`config.mk`:
```
export PLATFORM = sky130hd
export DESIGN_NAME = spell_spi_sram_wb
export DESIGN_NICKNAME = d
export VERILOG_FILES = /design/src/rtl/spell_spi_sram_pkg.sv /design/src/rtl/spell_spi_shifter.sv /design/src/rtl/spell_spi_sram_wb.sv
export SDC_FILE = /design/constraint.sdc
export NUM_CORES = 1
export LEC_CHECK = 0
export BUFFER_PORTS_ARGS = -buffer_cell sky130_fd_sc_hd__buf_2
export CAP_MARGIN = 20
export CORE_UTILIZATION = 45
export CTS_CLUSTER_DIAMETER = 100
export DETAILED_ROUTE_END_ITERATION = 6
export PLACE_DENSITY = 0.82
export RECOVER_POWER = 50
export SYNTH_ARGS = -nofsm -noshare
export SYNTH_HDL_FRONTEND = slang
export SYNTH_SLANG_ARGS = --single-unit
```
`constraint.sdc`:
```
create_clock -name clk -period 6 [get_ports clk]
set_input_delay 1.2 -clock clk [delete_from_list [all_inputs] [get_ports clk]]
set_output_delay 1.2 -clock clk [all_outputs]
set_load 0.005 [all_outputs]
```
`src/rtl/spell_spi_sram_pkg.sv`:
```
// Shared constants, FSM state type and lane helper for the SPI SRAM Wishbone bridge.
package spell_spi_sram_pkg;

  localparam logic [7:0]  CMD_READ   = 8'h03;
  localparam logic [7:0]  CMD_WRITE  = 8'h02;
  localparam int unsigned FRAME_BITS = 32;

  typedef enum logic [1:0] {StIdle, StShift, StAck, StGap} state_e;

  // Lowest set byte-lane; sel==0 never reaches the SPI side so its result is unused.
  function automatic logic [1:0] lowest_lane(input logic [3:0] sel);
    if (sel[0])      return 2'd0;
    else if (sel[1]) return 2'd1;
    else if (sel[2]) return 2'd2;
    else             return 2'd3;
  endfunction

endpackage

```
`src/rtl/spell_spi_shifter.sv`:
```
// Mode-0 SPI frame engine: shifts one FRAME_BITS frame MSB first and captures the last rx byte.
module spell_spi_shifter
  import spell_spi_sram_pkg::*;
#(
  parameter int unsigned CLK_DIV = 1
) (
  input  logic                  clk,
  input  logic                  rst,
  input  logic                  start,
  input  logic                  abort,
  input  logic [FRAME_BITS-1:0] frame,
  input  logic                  miso,
  output logic                  sck,
  output logic                  cs_n,
  output logic                  mosi,
  output logic                  done,
  output logic [7:0]            rx_byte
);

  localparam int unsigned DivW = (CLK_DIV > 1) ? $clog2(CLK_DIV) : 1;
  localparam int unsigned CntW = $clog2(FRAME_BITS);
  localparam logic [DivW-1:0] DivLast = DivW'(CLK_DIV - 1);
  localparam logic [CntW-1:0] BitLast = CntW'(FRAME_BITS - 1);

  logic                  active_q;
  logic                  sck_q;
  logic                  cs_n_q;
  logic [DivW-1:0]       div_q;
  logic [CntW-1:0]       bit_q;
  logic [FRAME_BITS-1:0] shreg_q;
  logic [7:0]            rx_q;
  logic                  phase_end;

  assign phase_end = active_q && (div_q == DivLast);
  assign done      = phase_end && sck_q && (bit_q == BitLast) && !abort;
  assign sck       = sck_q;
  assign cs_n      = cs_n_q;
  assign mosi      = shreg_q[FRAME_BITS-1];
  assign rx_byte   = rx_q;

  always_ff @(posedge clk) begin
    if (rst) begin
      active_q <= 1'b0;
      sck_q    <= 1'b0;
      cs_n_q   <= 1'b1;
      div_q    <= '0;
      bit_q    <= '0;
      shreg_q  <= '0;
      rx_q     <= '0;
    end else if (start) begin
      active_q <= 1'b1;
      sck_q    <= 1'b0;
      cs_n_q   <= 1'b0;
      div_q    <= '0;
      bit_q    <= '0;
      shreg_q  <= frame;
    end else if (abort) begin
      active_q <= 1'b0;
      sck_q    <= 1'b0;
      cs_n_q   <= 1'b1;
      div_q    <= '0;
      shreg_q  <= '0;
    end else if (active_q) begin
      if (phase_end) begin
        div_q <= '0;
        if (!sck_q) begin
          sck_q <= 1'b1;
          rx_q  <= {rx_q[6:0], miso};
        end else begin
          // Falling edge: the only place the outgoing bit may change.
          sck_q <= 1'b0;
          if (bit_q == BitLast) begin
            active_q <= 1'b0;
            cs_n_q   <= 1'b1;
            shreg_q  <= '0;
          end else begin
            bit_q   <= bit_q + 1'b1;
            shreg_q <= {shreg_q[FRAME_BITS-2:0], 1'b0};
          end
        end
      end else begin
        div_q <= div_q + 1'b1;
      end
    end
  end

endmodule

```
`src/rtl/spell_spi_sram_wb.sv`:
```
// Wishbone classic slave serving each cycle as one byte transfer to a 23LC-style SPI SRAM.
module spell_spi_sram_wb
  import spell_spi_sram_pkg::*;
#(
  parameter int unsigned CLK_DIV   = 1,
  parameter int unsigned ADDR_BITS = 16
) (
  input  logic        clk,
  input  logic        rst,
  input  logic        wb_cyc_i,
  input  logic        wb_stb_i,
  input  logic        wb_we_i,
  input  logic [3:0]  wb_sel_i,
  input  logic [9:0]  wb_addr_i,
  input  logic [31:0] wb_dat_i,
  output logic [31:0] wb_dat_o,
  output logic        wb_ack_o,
  output logic        spi_sck,
  output logic        spi_cs_n,
  output logic        spi_mosi,
  input  logic        spi_miso,
  output logic        busy
);

  state_e                state_q;
  logic                  ack_q;
  logic                  busy_q;
  logic                  rd_q;
  logic [31:0]           dat_q;
  logic                  req;
  logic                  start;
  logic                  abort;
  logic                  done;
  logic [1:0]            lane;
  logic [9:0]            byte_addr;
  logic [7:0]            wr_byte;
  logic [7:0]            rx_byte;
  logic [FRAME_BITS-1:0] frame;
  logic                  unused_addr;

  assign unused_addr = ^wb_addr_i[1:0];
  assign req         = wb_cyc_i && wb_stb_i;
  assign lane        = lowest_lane(wb_sel_i);
  assign byte_addr   = {wb_addr_i[9:2], lane};
  assign wr_byte     = wb_dat_i[{lane, 3'b000} +: 8];
  assign frame       = {wb_we_i ? CMD_WRITE : CMD_READ, ADDR_BITS'(byte_addr),
                        wb_we_i ? wr_byte : 8'h00};
  assign start       = (state_q == StIdle) && req && (wb_sel_i != 4'b0000);
  assign abort       = (state_q == StShift) && !req;

  assign wb_ack_o = ack_q;
  assign wb_dat_o = dat_q;
  assign busy     = busy_q;

  spell_spi_shifter #(
    .CLK_DIV(CLK_DIV)
  ) u_shifter (
    .clk    (clk),
    .rst    (rst),
    .start  (start),
    .abort  (abort),
    .frame  (frame),
    .miso   (spi_miso),
    .sck    (spi_sck),
    .cs_n   (spi_cs_n),
    .mosi   (spi_mosi),
    .done   (done),
    .rx_byte(rx_byte)
  );

  // The ack register lags the state by one edge, so ACK issues ack while GAP holds it visible.
  always_ff @(posedge clk) begin
    if (rst) begin
      state_q <= StIdle;
      ack_q   <= 1'b0;
      busy_q  <= 1'b0;
      rd_q    <= 1'b0;
      dat_q   <= '0;
    end else begin
      ack_q <= 1'b0;
      unique case (state_q)
        StIdle: begin
          if (req) begin
            busy_q  <= 1'b1;
            rd_q    <= !wb_we_i && (wb_sel_i != 4'b0000);
            state_q <= (wb_sel_i != 4'b0000) ? StShift : StAck;
          end
        end
        StShift: begin
          if (abort) begin
            busy_q  <= 1'b0;
            state_q <= StGap;
          end else if (done) begin
            state_q <= StAck;
          end
        end
        StAck: begin
          ack_q <= 1'b1;
          if (rd_q) dat_q <= {4{rx_byte}};
          state_q <= StGap;
        end
        StGap: begin
          busy_q  <= 1'b0;
          state_q <= StIdle;
        end
        default: state_q <= StIdle;
      endcase
    end
  end

endmodule

```
### Yosys cells after proc, flatten, opt, wreduce, memory -nomap -nowiden

Index checks and enable logic that the tools add are counted.

| cells by class | value |
|---|---|
| $add $sub $neg | 2 |
| multipliers | 0 |
| divide/modulo/power cells | 0 |
| order comparisons | 0 |
| equality and inequality tests | 7 |
| shift-type cells | 1 |
| muxes and demuxes | 34 |
| bitwise gates (word level) | 5 |
| reductions and logical operators | 31 |

Operator list:

| operator | count |
|---|---|
| $mux 32 | 6 |
| $shiftx 32x6->8 | 1 |
| $mux 1 | 19 |
| $reduce_bool 3->1 | 5 |
| $mux 2 | 6 |
| $reduce_and 5->1 | 2 |
| $logic_and 1x1->1 | 9 |
| $reduce_and 3->1 | 3 |
| $mux 8 | 1 |
| $pmux 2 s4 | 1 |
| $reduce_and 2->1 | 4 |
| $add 5x1->5 const B | 1 |
| $eq 5x5->1 const B | 1 |
| $not 1->1 | 5 |
| $eq 2x2->1 const B | 2 |
| $reduce_and 4->1 | 1 |
| $reduce_bool 4->1 | 1 |
| $logic_not 1->1 | 3 |
| $ne 3x2->1 const B | 1 |
| $pmux 1 s3 | 1 |
| $reduce_or 3->1 | 1 |
| $eq 2x1->1 const B | 1 |
| $logic_not 2->1 | 1 |
| $ne 2x1->1 const B | 1 |
| other kinds (3) | 3 |

| storage, ports and cells | value |
|---|---|
| bits in registers | 86 |
| latch bits | 0 |
| memory bits (writable) | 0 |
| bits in read-only memories | 0 |
| input port bits | 52 |
| output and inout port bits | 37 |
| word-level logic and storage cells | 93 |
| memories kept | 0 |

### Logic depth before layout (Yosys ltp)

Gate-level depths: netlist of the first run.

| depth | value |
|---|---|
| depth after elaboration | 8 |
| mapped depth | 9 |
| depth with buffers taken out | 7 |

### By module

From an unflattened synthesis of the first run, not the netlist that was laid out.

| second synthesis, totals | value |
|---|---|
| cells, all modules | 371 |
| area total of the unflattened synthesis | 3,313.2 um^2 |

By module, submodules not included:

| module | instances | cells an instance | area an instance (um^2) | sequential area each (um^2) |
|---|---|---|---|---|
| spell_spi_shifter | 1 | 231 | 2,220.9 | 980.9 |
| spell_spi_sram_wb | 1 | 140 | 1,092.3 | 260.2 |

### Worst setup path before layout of the first run

OpenSTA, ideal clock, no wires.

| path | value |
|---|---|
| path type | input to register |
| start point | input port wb_sel_i[2] |
| end point | register u_shifter.shreg_q[8] |
| library setup time | 132 ps |
| arrival time | 2,575 ps |
| data required time | 5,868 ps |
| slack | 3,293 ps |
| stages on the path | 7 |
| path buffers | 3 |
| cells stage by stage | buf_2 > nor4_2 > nor2_1 > clkbuf_1 > clkbuf_1 > a221oi_1 > nor3_1 |

| on the way | value |
|---|---|
| longest elaborated chain between the ends | 4 |
| elaborated cells between the ends (all ways) | 10 |
| those cells by class | mux (4); reduce/logical (6) |

RTL lines:

| what | line | RTL |
|---|---|---|
| from (decl) | spell_spi_sram_wb.sv:13 | `input logic [3:0] wb_sel_i,` |
| $reduce_bool 4->1 or $mux 1 (tied branches) | spell_spi_sram_wb.sv:48, spell_spi_sram_pkg.sv:14 |  |
| $logic_and 1x1->1 or $mux 2 (tied branches) | spell_spi_sram_wb.sv:48, spell_spi_sram_pkg.sv:13 |  |
| $reduce_bool 3->1 (no line) or $mux 2 (tied branches) | n/a |  |
| $reduce_and 3->1 (no line) or $mux 32 (tied branches) | n/a |  |
| to (signal assigned) | spell_spi_shifter.sv:56 | `shreg_q <= frame;` |
| to (signal assigned) | spell_spi_shifter.sv:78 | `shreg_q <= {shreg_q[FRAME_BITS-2:0], 1'b0};` |
| to (decl) | spell_spi_shifter.sv:30 | `logic [FRAME_BITS-1:0] shreg_q;` |

Several ways; a longest one is shown, not always the timed one.
A chain may end at the register's enable or synchronous reset.

### Worst setup path in the final report of the first run

| path | value |
|---|---|
| start point | input port rst |
| end point | register u_shifter.shreg_q[21] |

| on the way | value |
|---|---|
| longest elaborated chain between the ends | 1 |

RTL lines:

| what | line | RTL |
|---|---|---|
| from (decl) | spell_spi_sram_wb.sv:9 | `input logic rst,` |
| $reduce_or 3->1 (no line) | n/a |  |

No other way between the ends.

==> qor.log, run 1 <==
INFO  floorplanning  pin_count=89
INFO  detailed_routing avgRoutedWirePerCell=12.75um
INFO  floorplanning  floorplan.die_area=0.007001mm^2
INFO  setup_path     regToRegEndpoint=u_shifter.shreg_q[6]$_SDFFE_PP0P_
INFO  detailed_routing dr.pass1.iters=4
INFO  setup_path     worstSetupStartpointType=input pin
INFO  floorplanning  floorplan.die.width=83.67um
INFO  setup_path     cp_max_fo=56
INFO  cts            cts-buffers-inserted=9
INFO  global_route   grt_antenna_before_repair=0
INFO  timing         maxClockFrequency=315.1MHz
INFO  run_status     failed_checks=max-capacitance violations, max-slew violations
INFO  cts            tritoncts_clock_tree=built
INFO  synthesis      synth_compound_gate_area_share=17.55%
INFO  synthesis      synth.yosys.seq_area_share=41.35%
INFO  synthesis      synth-simple-area-share=20.72%
INFO  setup_path     cp-end-kind=register
INFO  setup_path     worst-endpoint-required=6.23ns
INFO  floorplanning  std_cell_rows=29
INFO  synthesis      yosys.cell_count.top_type=sky130_fd_sc_hd__dfxtp_1
INFO  hold_path      min_delay_path_depth=2
INFO  timing         timing.final.crit_share=52.89%
INFO  cells_and_area layout.filler_cells=577
INFO  floorplanning  floorplan.die.height=83.67um
INFO  floorplanning  core_outline_area=0.006386mm^2
INFO  cts            clock_path_buffers=2
INFO  cts            post_cts_resize_count=0
INFO  run_status     status=finished with violations
INFO  detailed_routing ant_nets=0
INFO  placed_design  detailedPlacementHpwl=4.150mm
INFO  global_route   gr-total-overflow=0
INFO  cts            cts_setup_buffers=0
INFO  cts            cts_hold_buf=0
INFO  synthesis      yosys.area.top_type=sky130_fd_sc_hd__dfxtp_1
INFO  synthesis      synth.top_cell.area_share=41.35%
INFO  placed_design  place.gp.congestion=0.7760
INFO  setup_path     reg2reg_from=u_shifter.bit_q[0]$_SDFFE_PP0P_
INFO  detailed_routing drt-total-wl=6.018mm
INFO  setup_path     worst-endpoint-arrival=3.40ns
INFO  synthesis      synth_area=0.003002mm^2
INFO  power          swShare=31.54%
INFO  detailed_routing remaining_drc_errors=0
INFO  power          seq_power_share=41.4%
INFO  power          power.leakage=0.001463uW
INFO  detailed_routing routed-via-count=2,586
INFO  hold_path      worst_hold_path_type=reg -> reg
INFO  setup_path     ff2ff_path_depth=8
INFO  power          p_int=860.9uW
INFO  timing         hold_viol_final=0
INFO  power          power.density_cell_area=360.4mW/mm^2
INFO  synthesis      synth_area_leaders=sky130_fd_sc_hd__dfxtp_1 (41%), sky130_fd_sc_hd__buf_4 (6.5%), sky130_fd_sc_hd__nor2_1 (5.8%)
INFO  global_route   grt_pass1_wl=10.33mm
INFO  synthesis      yosys_most_used_dff=sky130_fd_sc_hd__dfxtp_1
INFO  timing         final_period_minus_worst_setup_slack=3.173ns
INFO  cts            clk_transition_reported_paths=0.07ns
INFO  cts            clock_tree.root_cell=sky130_fd_sc_hd__clkbuf_8
INFO  setup_path     critPathKind=in -> reg
INFO  synthesis      combinational_family_with_the_most_area_after_synthesis=simple AND/OR/NAND/NOR gates
INFO  timing         grt_setup_unrepaired=false
INFO  hold_path      critical_hold_path_startpoint=u_shifter.shreg_q[4]$_SDFFE_PP0P_
INFO  cts            insertion_delay=0.35ns
INFO  setup_path     rrSetupSlack=3.41ns
INFO  synthesis      postSynth.asyncResetShare=0%
INFO  timing         slew_headroom=-57.36%
INFO  synthesis      netlist-cell-type-count=43
INFO  global_route   grt_start_max_net_pins=57
INFO  cts            sink_count=62
INFO  global_route   grt_pass1_vias=2,390
INFO  power          vdd_ir_drop_max=0.1671mV
INFO  timing         totalNegativeSetupSlack=0ns
INFO  cells_and_area finalNetCount=449
INFO  placed_design  number_of_buffer_cells_added_on_primary_ports=86
INFO  synthesis      ys_seq_elements=62
INFO  timing         timing.final.max_slew_violations=57
INFO  power          clock_power_share=32.7%
INFO  synthesis      synth_enable_flop_cells=0
INFO  synthesis      synth_xor_area_share=1.167%
INFO  cells_and_area syn_to_final_growth=16.26%
INFO  timing         report.final.setup_viol=0
INFO  synthesis      mux_contribution_to_synthesized_area=6.628%
INFO  hold_path      min_to=u_shifter.shreg_q[5]$_SDFFE_PP0P_
INFO  cells_and_area num_antenna_cells=0
INFO  floorplanning  initial_utilization=47.00%
INFO  detailed_routing detailedRoute.firstIterationViolations=151
INFO  synthesis      list_of_most_frequent_post_synthesis_cells=sky130_fd_sc_hd__dfxtp_1 (62), sky130_fd_sc_hd__nor2_1 (46), sky130_fd_sc_hd__buf_4 (26), sky130_fd_sc_hd__a21oi_1 (21), sky130_fd_sc_hd__nand2_1 (20)
INFO  run            timing.max_cap.violations=1
INFO  detailed_routing vias_per_inst=5.479
INFO  cts            h-tree-depth=3
INFO  synthesis      synthesis.area_per_instance=8.987um^2
INFO  power          power.share.combinational=25.8%
INFO  synthesis      synthesis.yosys.warnings=0
INFO  timing         worst-slew-pin-transition=2.360ns
INFO  synthesis      synth_fa_ha_area_share=2.918%
INFO  timing         fin_worst_skew=0.008606ns
INFO  cells_and_area share_of_final_layout_standard_cells_stronger_than_drive_strength_1=27.34%
INFO  power          fin_total_pwr=1258uW
INFO  global_route   grt_util_all_layers=18.11%
INFO  power          net_switching_power=396.7uW
INFO  synthesis      instance_count_of_the_mapped_netlist=334
INFO  synthesis      mappedNetlistNets=393
[critical path, cell delays in order]
cell and delay [ns]:
sky130_fd_sc_hd__clkbuf_1 1.64, sky130_fd_sc_hd__or3_1 0.45, sky130_fd_sc_hd__nor2_1 0.08
[routing by layer]
metal / vias to the layer above / share of wire (%) / global-route usage (%)
met5: - / 0 / 0
met4: 0 / 2.0 / 8.320
met3: 13 / 6.4 / 4.352
met2: 98 / 46 / 30.75
met1: 1177 / 46 / 21.57
li1: 1298 / - / -
[flip-flops by register name (all words and copies together), names as in the netlist]
name / count
u_shifter.shreg_q: 32
busy: 1
u_shifter.div_q: 1
u_shifter.active_q: 1
u_shifter.rx_byte: 8
wb_ack_o: 1
rd_q: 1
wb_dat_o: 8
u_shifter.cs_n: 1
state_q: 2
u_shifter.sck: 1
u_shifter.bit_q: 5
[stage by stage]
stage | std cells | area (um^2) | hold WS (ns) | setup slack (ns) | utilization, %
6_report | 472 | 3490 | 0.4778 | 2.827 | 54.64
3_5_place_dp | 456 | 3279 | 0.4704 | 2.754 | 51.35
2_1_floorplan | 334 | 3002 | 0.4484 | 3.293 | -
3_3_place_gp | 456 | 3279 | 0.4512 | 2.805 | 51.35
5_1_grt | 472 | 3490 | 0.5020 | 2.584 | 54.64
4_1_cts | 472 | 3502 | 0.4801 | 3.131 | 54.84
[how the worst max path moves through the flow]
| stage | depth (start not counted) | slack (ns) | end | startpoint |
|---|---|---|---|---|
| floorplan | 7 | 3.29 | u_shifter.shreg_q[8]$_SDFFE_PP0P_ | wb_sel_i[2] |
| global placement | 6 | 2.80 | u_shifter.shreg_q[7]$_SDFFE_PP0P_ | wb_sel_i[0] |
| detailed placement | 5 | 2.75 | u_shifter.shreg_q[24]$_SDFFE_PP0P_ | wb_sel_i[0] |
| CTS | 5 | 3.13 | u_shifter.shreg_q[24]$_SDFFE_PP0P_ | wb_sel_i[0] |
| global route | 3 | 2.58 | u_shifter.shreg_q[20]$_SDFFE_PP0P_ | rst |
| finish | 3 | 2.83 | u_shifter.shreg_q[21]$_SDFFE_PP0P_ | rst |
[layout make-up]
type	instances	area (um^2)	share of cell area (%)
clock inverters	5	81.33	2.331
inverters	5	18.77	0.5378
well taps	77	96.34	2.761
clock buffers	11	141.4	4.052
repair buffers	89	440.4	12.62
flip-flops and latches	62	1241	35.57
multi-input cells	223	1470	42.13
[layout by cell type, fill, tap and decap left out, types with 8 or more instances in the layout]
cell | synthesis | routed
sky130_fd_sc_hd__a21oi_1 | 21 | 21
sky130_fd_sc_hd__a221oi_1 | 11 | 11
sky130_fd_sc_hd__buf_2 | 1 | 76
sky130_fd_sc_hd__clkbuf_1 | 16 | 11
sky130_fd_sc_hd__clkbuf_8 | 0 | 10
sky130_fd_sc_hd__dfxtp_1 | 62 | 62
sky130_fd_sc_hd__mux2i_1 | 12 | 12
sky130_fd_sc_hd__nand2_1 | 20 | 20
sky130_fd_sc_hd__nand2b_1 | 9 | 9
sky130_fd_sc_hd__nand3_1 | 10 | 10
sky130_fd_sc_hd__nor2_1 | 46 | 46
sky130_fd_sc_hd__nor3_1 | 17 | 17
sky130_fd_sc_hd__nor3b_1 | 8 | 8
[cells by family after synthesis]
kind of cell,count (synthesis)
AOI/OAI and AO/OA,67
xor gates and xnor gates,4
adders and majority gates,7
buffers and inverters,49
DFF,62
muxes,19
and+or+nand+nor,126
[power groups by stage]
| stage | clock, uW | combinational, uW | sequential (uW) |
|---|---|---|---|
| global placement | 0 | 311 | 525 |
| finish | 412 | 325 | 521 |
| CTS | 417 | 328 | 521 |
| global route | 433 | 365 | 529 |
| floorplan | 0 | 255 | 518 |
| detailed placement | 0 | 324 | 528 |
No activity file was read; power rests on OpenSTA's default activity.
==> inputs of run 2 (changes only) <==
--- a/config.mk
+++ b/config.mk
@@ -10,7 +10,7 @@
 export CORE_UTILIZATION = 45
 export CTS_CLUSTER_DIAMETER = 100
 export DETAILED_ROUTE_END_ITERATION = 6
-export PLACE_DENSITY = 0.82
+export PLACE_DENSITY = 0.85
 export RECOVER_POWER = 50
 export SYNTH_ARGS = -nofsm -noshare
 export SYNTH_HDL_FRONTEND = slang
==> constraint.sdc (replaced) <==
create_clock -name clk -period 2.7 [get_ports clk]
set_input_delay 0.54 -clock clk [delete_from_list [all_inputs] [get_ports clk]]
set_output_delay 0.54 -clock clk [all_outputs]
set_load 0.005 [all_outputs]
==> qor.log, run 2 (synthesized netlist as in run 1, its figures left out) <==
INFO  detailed_routing drt-total-wl=6.082mm [+1.1%]
INFO  timing         setup_slack=0.4002ns [-2.427 ns]
INFO  power          power.leakage=0.001449uW [-0.94%]
INFO  cells_and_area syn_to_final_growth=15.26%
INFO  cts            cts-buffers-inserted=9 [unchanged]
INFO  floorplanning  initial_utilization=47.00% [unchanged]
INFO  setup_path     cp-end-kind=register
INFO  timing         timing.final.max_slew_violations=0 [-100%]
INFO  setup_path     worst-endpoint-required=2.93ns [-3.30 ns]
INFO  cts            tritoncts_clock_tree=built
INFO  timing         hold_viol_final=0 [unchanged]
INFO  timing         worst-slew-pin-transition=1.064ns [-1.296 ns]
INFO  timing         slew_headroom=29.05% [+86 points]
INFO  cts            clock_tree.root_cell=sky130_fd_sc_hd__clkbuf_8
INFO  detailed_routing remaining_drc_errors=0 [unchanged]
INFO  timing         report.final.setup_viol=0 [unchanged]
INFO  run            timing.max_cap.violations=0 [-1]
INFO  placed_design  number_of_buffer_cells_added_on_primary_ports=86 [unchanged]
INFO  floorplanning  floorplan.die.width=83.67um [unchanged]
INFO  cts            cts_setup_buffers=0 [unchanged]
INFO  power          p_int=1709uW [+99%]
INFO  placed_design  detailedPlacementHpwl=4.263mm [+2.7%]
INFO  placed_design  place.gp.congestion=0.7819 [+0.76%]
INFO  power          vdd_ir_drop_max=0.3991mV [+140%]
INFO  timing         grt_setup_unrepaired=false
INFO  power          power.share.combinational=28.7% [+2.9 points]
INFO  detailed_routing routed-via-count=2,602 [+0.62%]
INFO  global_route   grt_util_all_layers=18.00% [-0.11 points]
INFO  cells_and_area num_antenna_cells=0 [unchanged]
INFO  global_route   grt_pass1_vias=2,331 [-2.5%]
INFO  global_route   gr-total-overflow=0 [unchanged]
INFO  cts            clk_transition_reported_paths=0.07ns [about the same]
INFO  floorplanning  floorplan.die_area=0.007001mm^2 [unchanged]
INFO  run_status     status=finished clean
INFO  cells_and_area regMostFlops=u_shifter.shreg_q
INFO  floorplanning  floorplan.die.height=83.67um [unchanged]
INFO  detailed_routing ant_nets=0 [unchanged]
INFO  timing         fin_worst_skew=0.008091ns [-0.0005152 ns]
INFO  power          net_switching_power=884.1uW [+120%]
INFO  timing         timing.final.crit_share=85.18%
INFO  cells_and_area finalNetCount=453 [+0.89%]
INFO  setup_path     worstSetupStartpointType=register
INFO  detailed_routing dr.pass1.iters=5 [+1]
INFO  global_route   grt_antenna_before_repair=0 [unchanged]
INFO  cts            h-tree-depth=3 [unchanged]
INFO  hold_path      worst_hold_path_type=in -> reg
INFO  floorplanning  pin_count=89 [unchanged]
INFO  placed_design  dp_worst_setup_slack=0.3211ns [-2.433 ns]
INFO  cells_and_area multi_input_comb_area=0.001470mm^2 [unchanged]
INFO  global_route   grt_pass1_wl=10.19mm [-1.3%]
INFO  cts            clock_path_buffers=2 [unchanged]
INFO  floorplanning  core_outline_area=0.006386mm^2 [unchanged]
INFO  cells_and_area layout_commonest_cell=sky130_fd_sc_hd__buf_2
INFO  timing         maxClockFrequency=434.8MHz
INFO  cells_and_area register_area=0.001241mm^2 [unchanged]
INFO  cts            post_cts_resize_count=0 [unchanged]
INFO  cells_and_area mostFrequentLayoutCells=sky130_fd_sc_hd__buf_2 (77), sky130_fd_sc_hd__dfxtp_1 (62), sky130_fd_sc_hd__nor2_1 (46)
INFO  cells_and_area share_of_final_layout_standard_cells_stronger_than_drive_strength_1=28.39% [+1.1 points]
INFO  power          power.density_cell_area=749.6mW/mm^2 [+110%]
INFO  setup_path     worst-endpoint-arrival=2.53ns [-0.87 ns]
INFO  detailed_routing vias_per_inst=5.478 [about the same]
INFO  power          seq_power_share=44.6% [+3.2 points]
INFO  cts            insertion_delay=0.34ns [about the same]
INFO  setup_path     cp_max_fo=18 [-68%]
INFO  global_route   grt_start_max_net_pins=57 [unchanged]
INFO  timing         final_period_minus_worst_setup_slack=2.300ns
INFO  detailed_routing avgRoutedWirePerCell=12.80um [+0.43%]
INFO  cells_and_area largest_register_ffs=32 [unchanged]
INFO  detailed_routing detailedRoute.firstIterationViolations=147 [-2.6%]
INFO  cts            cts_hold_buf=0 [unchanged]
INFO  cells_and_area layout.filler_cells=588 [+1.9%]
INFO  power          swShare=34.09% [+2.5 points]
INFO  setup_path     critPathKind=reg -> reg
INFO  power          clock_power_share=26.7% [-6.0 points]
INFO  floorplanning  std_cell_rows=29 [unchanged]
INFO  cts            sink_count=62 [unchanged]
INFO  timing         totalNegativeSetupSlack=0ns [unchanged]
-- run 2: layer usage --
| layer | global-route usage [%] | up-vias | part of all wire, % | wire length, um |
|---|---|---|---|---|
| li1 | - | 1305 | - | - |
| met1 | 21.73 | 1196 | 45 | 2735 |
| met2 | 29.79 | 89 | 46 | 2819 |
| met3 | 5.341 | 12 | 6.9 | 420 |
| met4 | 7.550 | 0 | 1.7 | 106 |
| met5 | 0 | - | 0 | 0 |
-- run 2: cell type report --
type / instances / share of cell area, %
multi-input combinational: 223 / 42.50
sequential: 62 / 35.88
timing repair buffer: 93 / 13.56
clock buffer: 9 / 3.580
tap: 77 / 2.785
clock inverter: 6 / 1.157
inverter: 5 / 0.5425
-- run 2: worst max-delay path: stages, from the launching register on --
cell	delay (ns)
sky130_fd_sc_hd__dfxtp_1	0.33
sky130_fd_sc_hd__ha_1	0.20
sky130_fd_sc_hd__and3_1	0.18
sky130_fd_sc_hd__ha_1	0.29
sky130_fd_sc_hd__nand4bb_1	0.32
sky130_fd_sc_hd__a211oi_2	0.24
sky130_fd_sc_hd__buf_4	0.27
sky130_fd_sc_hd__nand2_1	0.09
sky130_fd_sc_hd__a311oi_1	0.27
-- run 2: power by group through the flow --
stage               registers (uW)  clock network [uW]  logic (uW)
finish                        1160                 692         744
global route                  1170                 754         828
CTS                           1160                 707         749
floorplan                     1150                   0         566
global placement              1170                   0         712
detailed placement            1180                   0         746
-- run 2: through the flow --
stage,util (%),hold WS [ns],total power [uW],area [um^2],cells
2_1_floorplan,-,0.4484,1717,3002,334
3_3_place_gp,51.82,0.4533,1878,3309,460
3_5_place_dp,51.82,0.4683,1922,3309,460
4_1_cts,54.39,0.4326,2612,3473,475
5_1_grt,54.17,0.4444,2756,3460,475
6_report,54.17,0.4468,2593,3460,475
-- run 2: path summary, 6_finish.rpt --
kind                                                       from                                 to  slack [ns]  depth (start not counted)
worst min register to register                busy$_SDFFE_PP0P_                  busy$_SDFFE_PP0P_        0.48                          2
worst min-delay path                                   spi_miso  u_shifter.rx_byte[0]$_SDFFE_PP0P_        0.45                          3
worst max register to register  u_shifter.bit_q[0]$_SDFFE_PP0P_  u_shifter.shreg_q[3]$_SDFFE_PP0P_        0.40                          8
worst max-delay path            u_shifter.bit_q[0]$_SDFFE_PP0P_  u_shifter.shreg_q[3]$_SDFFE_PP0P_        0.40                          8
==> inputs of run 3 (changes only) <==
--- a/config.mk
+++ b/config.mk
@@ -7,6 +7,7 @@
 export LEC_CHECK = 0
 export BUFFER_PORTS_ARGS = -buffer_cell sky130_fd_sc_hd__buf_2
 export CAP_MARGIN = 20
+export CORE_MARGIN = 10
 export CORE_UTILIZATION = 45
 export CTS_CLUSTER_DIAMETER = 100
 export DETAILED_ROUTE_END_ITERATION = 6
==> constraint.sdc (replaced) <==
create_clock -name clk -period 2.7 [get_ports clk]
set_input_delay 0.54 -clock clk [delete_from_list [all_inputs] [get_ports clk]]
set_output_delay 0.54 -clock clk [all_outputs]
set_load 0.02 [all_outputs]
==> qor.log, run 3 (synthesized netlist as in run 1, its figures left out) <==
INFO  cts            sink_count=62 [unchanged]
INFO  timing         maxClockFrequency=417.2MHz [-4.1%]
INFO  cts            insertion_delay=0.34ns [about the same]
INFO  floorplanning  floorplan.die_area=0.01034mm^2 [+48%]
INFO  timing         report.final.setup_viol=0 [unchanged]
INFO  floorplanning  floorplan.die.height=101.7um [+22%]
INFO  detailed_routing vias_per_inst=5.484 [+0.12%]
INFO  detailed_routing avgRoutedWirePerCell=15.13um [+18%]
INFO  cts            cts-buffers-inserted=9 [unchanged]
INFO  global_route   grt_antenna_before_repair=0 [unchanged]
INFO  power          swShare=31.56% [-2.5 points]
INFO  detailed_routing routed-via-count=2,605 [+0.12%]
INFO  cts            cts_setup_buffers=0 [unchanged]
INFO  global_route   grt_pass1_wl=11.83mm [+16%]
INFO  power          power.share.combinational=27.0% [-1.7 points]
INFO  cells_and_area share_of_final_layout_standard_cells_stronger_than_drive_strength_1=21.11% [-7.3 points]
INFO  power          clock_power_share=31.3% [+4.6 points]
INFO  floorplanning  pin_count=89 [unchanged]
INFO  placed_design  number_of_buffer_cells_added_on_primary_ports=86 [unchanged]
INFO  power          p_int=1902uW [+11%]
INFO  power          vdd_ir_drop_max=0.3050mV [-24%]
INFO  placed_design  dp_worst_setup_slack=0.3564ns [+0.03529 ns]
INFO  cells_and_area num_antenna_cells=0 [unchanged]
INFO  placed_design  detailedPlacementHpwl=5.322mm [+25%]
INFO  cells_and_area layout.filler_cells=584 [-0.68%]
INFO  power          power.leakage=0.001365uW [-5.8%]
INFO  timing         worst-slew-pin-transition=1.164ns [+0.09980 ns]
INFO  setup_path     worst-endpoint-required=2.90ns [-0.03 ns]
INFO  setup_path     critPathKind=in -> reg
INFO  hold_path      worst_hold_path_type=in -> reg
INFO  floorplanning  core_outline_area=0.006422mm^2 [+0.57%]
INFO  setup_path     cp-end-kind=register
INFO  cts            clock_path_buffers=2 [unchanged]
INFO  cells_and_area largest_register_ffs=32 [unchanged]
INFO  cts            tritoncts_clock_tree=built
INFO  detailed_routing detailedRoute.firstIterationViolations=203 [+38%]
INFO  placed_design  place.gp.congestion=0.8019 [+2.6%]
INFO  timing         final_period_minus_worst_setup_slack=2.397ns [+0.09724 ns]
INFO  run            timing.max_cap.violations=0 [unchanged]
INFO  setup_path     critPathSlowestCell=sky130_fd_sc_hd__nor4_1
INFO  placed_design  place_area=0.003302mm^2 [-0.23%]
INFO  cts            clk_transition_reported_paths=0.07ns [about the same]
INFO  power          seq_power_share=41.6% [-3.0 points]
INFO  timing         setup_slack=0.3029ns [-0.09724 ns]
INFO  setup_path     cpPeakStageDelay=1.00ns [+0.67 ns]
INFO  cells_and_area final_area=0.003468mm^2 [+0.25%]
INFO  timing         timing.final.crit_share=88.78% [+3.6 points]
INFO  timing         grt_setup_unrepaired=false
INFO  timing         totalNegativeSetupSlack=0ns [unchanged]
INFO  setup_path     worstSetupStartpointType=input pin
INFO  cells_and_area mostFrequentLayoutCells=sky130_fd_sc_hd__dfxtp_1 (62), sky130_fd_sc_hd__buf_2 (49), sky130_fd_sc_hd__nor2_1 (46)
INFO  cts            h-tree-depth=3 [unchanged]
INFO  global_route   grt_util_all_layers=14.06% [-3.9 points]
INFO  cts            clock_tree.root_cell=sky130_fd_sc_hd__clkbuf_8
INFO  floorplanning  std_cell_rows=29 [unchanged]
INFO  power          net_switching_power=877.0uW [-0.79%]
INFO  run_status     status=finished clean
INFO  global_route   grt_pass1_vias=2,626 [+13%]
INFO  detailed_routing dr.pass1.iters=5 [unchanged]
INFO  detailed_routing remaining_drc_errors=0 [unchanged]
INFO  setup_path     crit_buf_inv=1 [unchanged]
INFO  setup_path     crit_chain=buf_2, nor4_1, o2111ai_2, mux2i_1, nor2_1
INFO  detailed_routing ant_nets=0 [unchanged]
INFO  cts            cts_hold_buf=0 [unchanged]
INFO  cells_and_area regMostFlops=u_shifter.shreg_q
INFO  floorplanning  initial_utilization=46.74% [-0.27 points]
INFO  cells_and_area finalNetCount=452 [-0.22%]
INFO  detailed_routing drt-total-wl=7.189mm [+18%]
INFO  power          power.density_cell_area=801.3mW/mm^2 [+6.9%]
INFO  cells_and_area layout_commonest_cell=sky130_fd_sc_hd__dfxtp_1
INFO  floorplanning  floorplan.die.width=101.7um [+22%]
INFO  global_route   gr-total-overflow=0 [unchanged]
INFO  timing         hold_viol_final=0 [unchanged]
INFO  timing         slew_headroom=21.68% [-7.4 points]
INFO  global_route   grt_start_max_net_pins=43 [-25%]
INFO  timing         timing.final.max_slew_violations=0 [unchanged]
INFO  cts            post_cts_resize_count=0 [unchanged]
INFO  setup_path     cp_max_fo=14 [-4]
INFO  timing         fin_worst_skew=0.009583ns [+0.001492 ns]
INFO  setup_path     cpLargestDelayFamily=simple AND/OR/NAND/NOR gates
INFO  setup_path     worst-endpoint-arrival=2.60ns [+0.07 ns]
INFO  cells_and_area syn_to_final_growth=15.55%
## run 3: cell types whose count changed in the layout (fill, tap and decap cells not counted), moves of 4 or more
cell and delta:
sky130_fd_sc_hd__clkbuf_8 +4, sky130_fd_sc_hd__buf_2 -28, sky130_fd_sc_hd__clkinvlp_4 -4, sky130_fd_sc_hd__clkbuf_1 +28
## run 3: worst paths after layout
check                                                startpoint                                end  slack [ns]  cells past startpoint
worst max register to register  u_shifter.bit_q[0]$_SDFFE_PP0P_  u_shifter.shreg_q[4]$_SDFFE_PP0P_        0.34                      8
worst max-delay path                                wb_sel_i[0]  u_shifter.rx_byte[2]$_SDFFE_PP0P_        0.30                      5
worst min-delay path                                   spi_miso  u_shifter.rx_byte[0]$_SDFFE_PP0P_        0.45                      3
worst min register to register                busy$_SDFFE_PP0P_                  busy$_SDFFE_PP0P_        0.47                      2
## run 3: area by class of cell
class                      instances  area (um^2)  share of cell area (%)
clock buffer                      13        178.9                   5.159
clock inverter                     3        40.04                   1.154
inverter                           5        18.77                  0.5411
multi-input combinational        223         1464                   42.21
sequential                        62         1241                   35.79
tap                               77        96.34                   2.778
timing repair buffer              92        429.2                   12.37
## run 3: layer usage
metal | global-route usage [%] | up-vias | routed length [um]
li1 | - | 1299 | -
met1 | 14.93 | 1204 | 2950
met2 | 23.76 | 89 | 3482
met3 | 5.922 | 13 | 615
met4 | 6.601 | 0 | 141
met5 | 0 | - | 0
## run 3: worst register-to-register path, cell delays in order, from the launching register on
cell	delay, ns
sky130_fd_sc_hd__dfxtp_1	0.33
sky130_fd_sc_hd__ha_1	0.21
sky130_fd_sc_hd__and3_1	0.18
sky130_fd_sc_hd__ha_1	0.30
sky130_fd_sc_hd__nand4bb_1	0.36
sky130_fd_sc_hd__a211oi_2	0.22
sky130_fd_sc_hd__buf_4	0.29
sky130_fd_sc_hd__nand2_1	0.11
sky130_fd_sc_hd__a311oi_1	0.27
## run 3: through the flow
step                      power (uW)  instances  hold slack [ns]  utilization (%)
after global routing            2942        475           0.4731            54.00
after detailed placement        1927        459           0.4638            51.41
after global placement          1892        459           0.4544            51.41
after CTS                       2806        475           0.4370            54.82
after floorplan                 1733        334           0.4484                -
final                           2779        475           0.4480            54.00
## run 3: power by group through the flow
stage | clock network [uW] | logic (uW) | registers (uW)
final | 870 | 752 | 1160
after global routing | 928 | 837 | 1180
after CTS | 890 | 759 | 1160
after detailed placement | 0 | 752 | 1180
after global placement | 0 | 726 | 1170
after floorplan | 0 | 567 | 1170
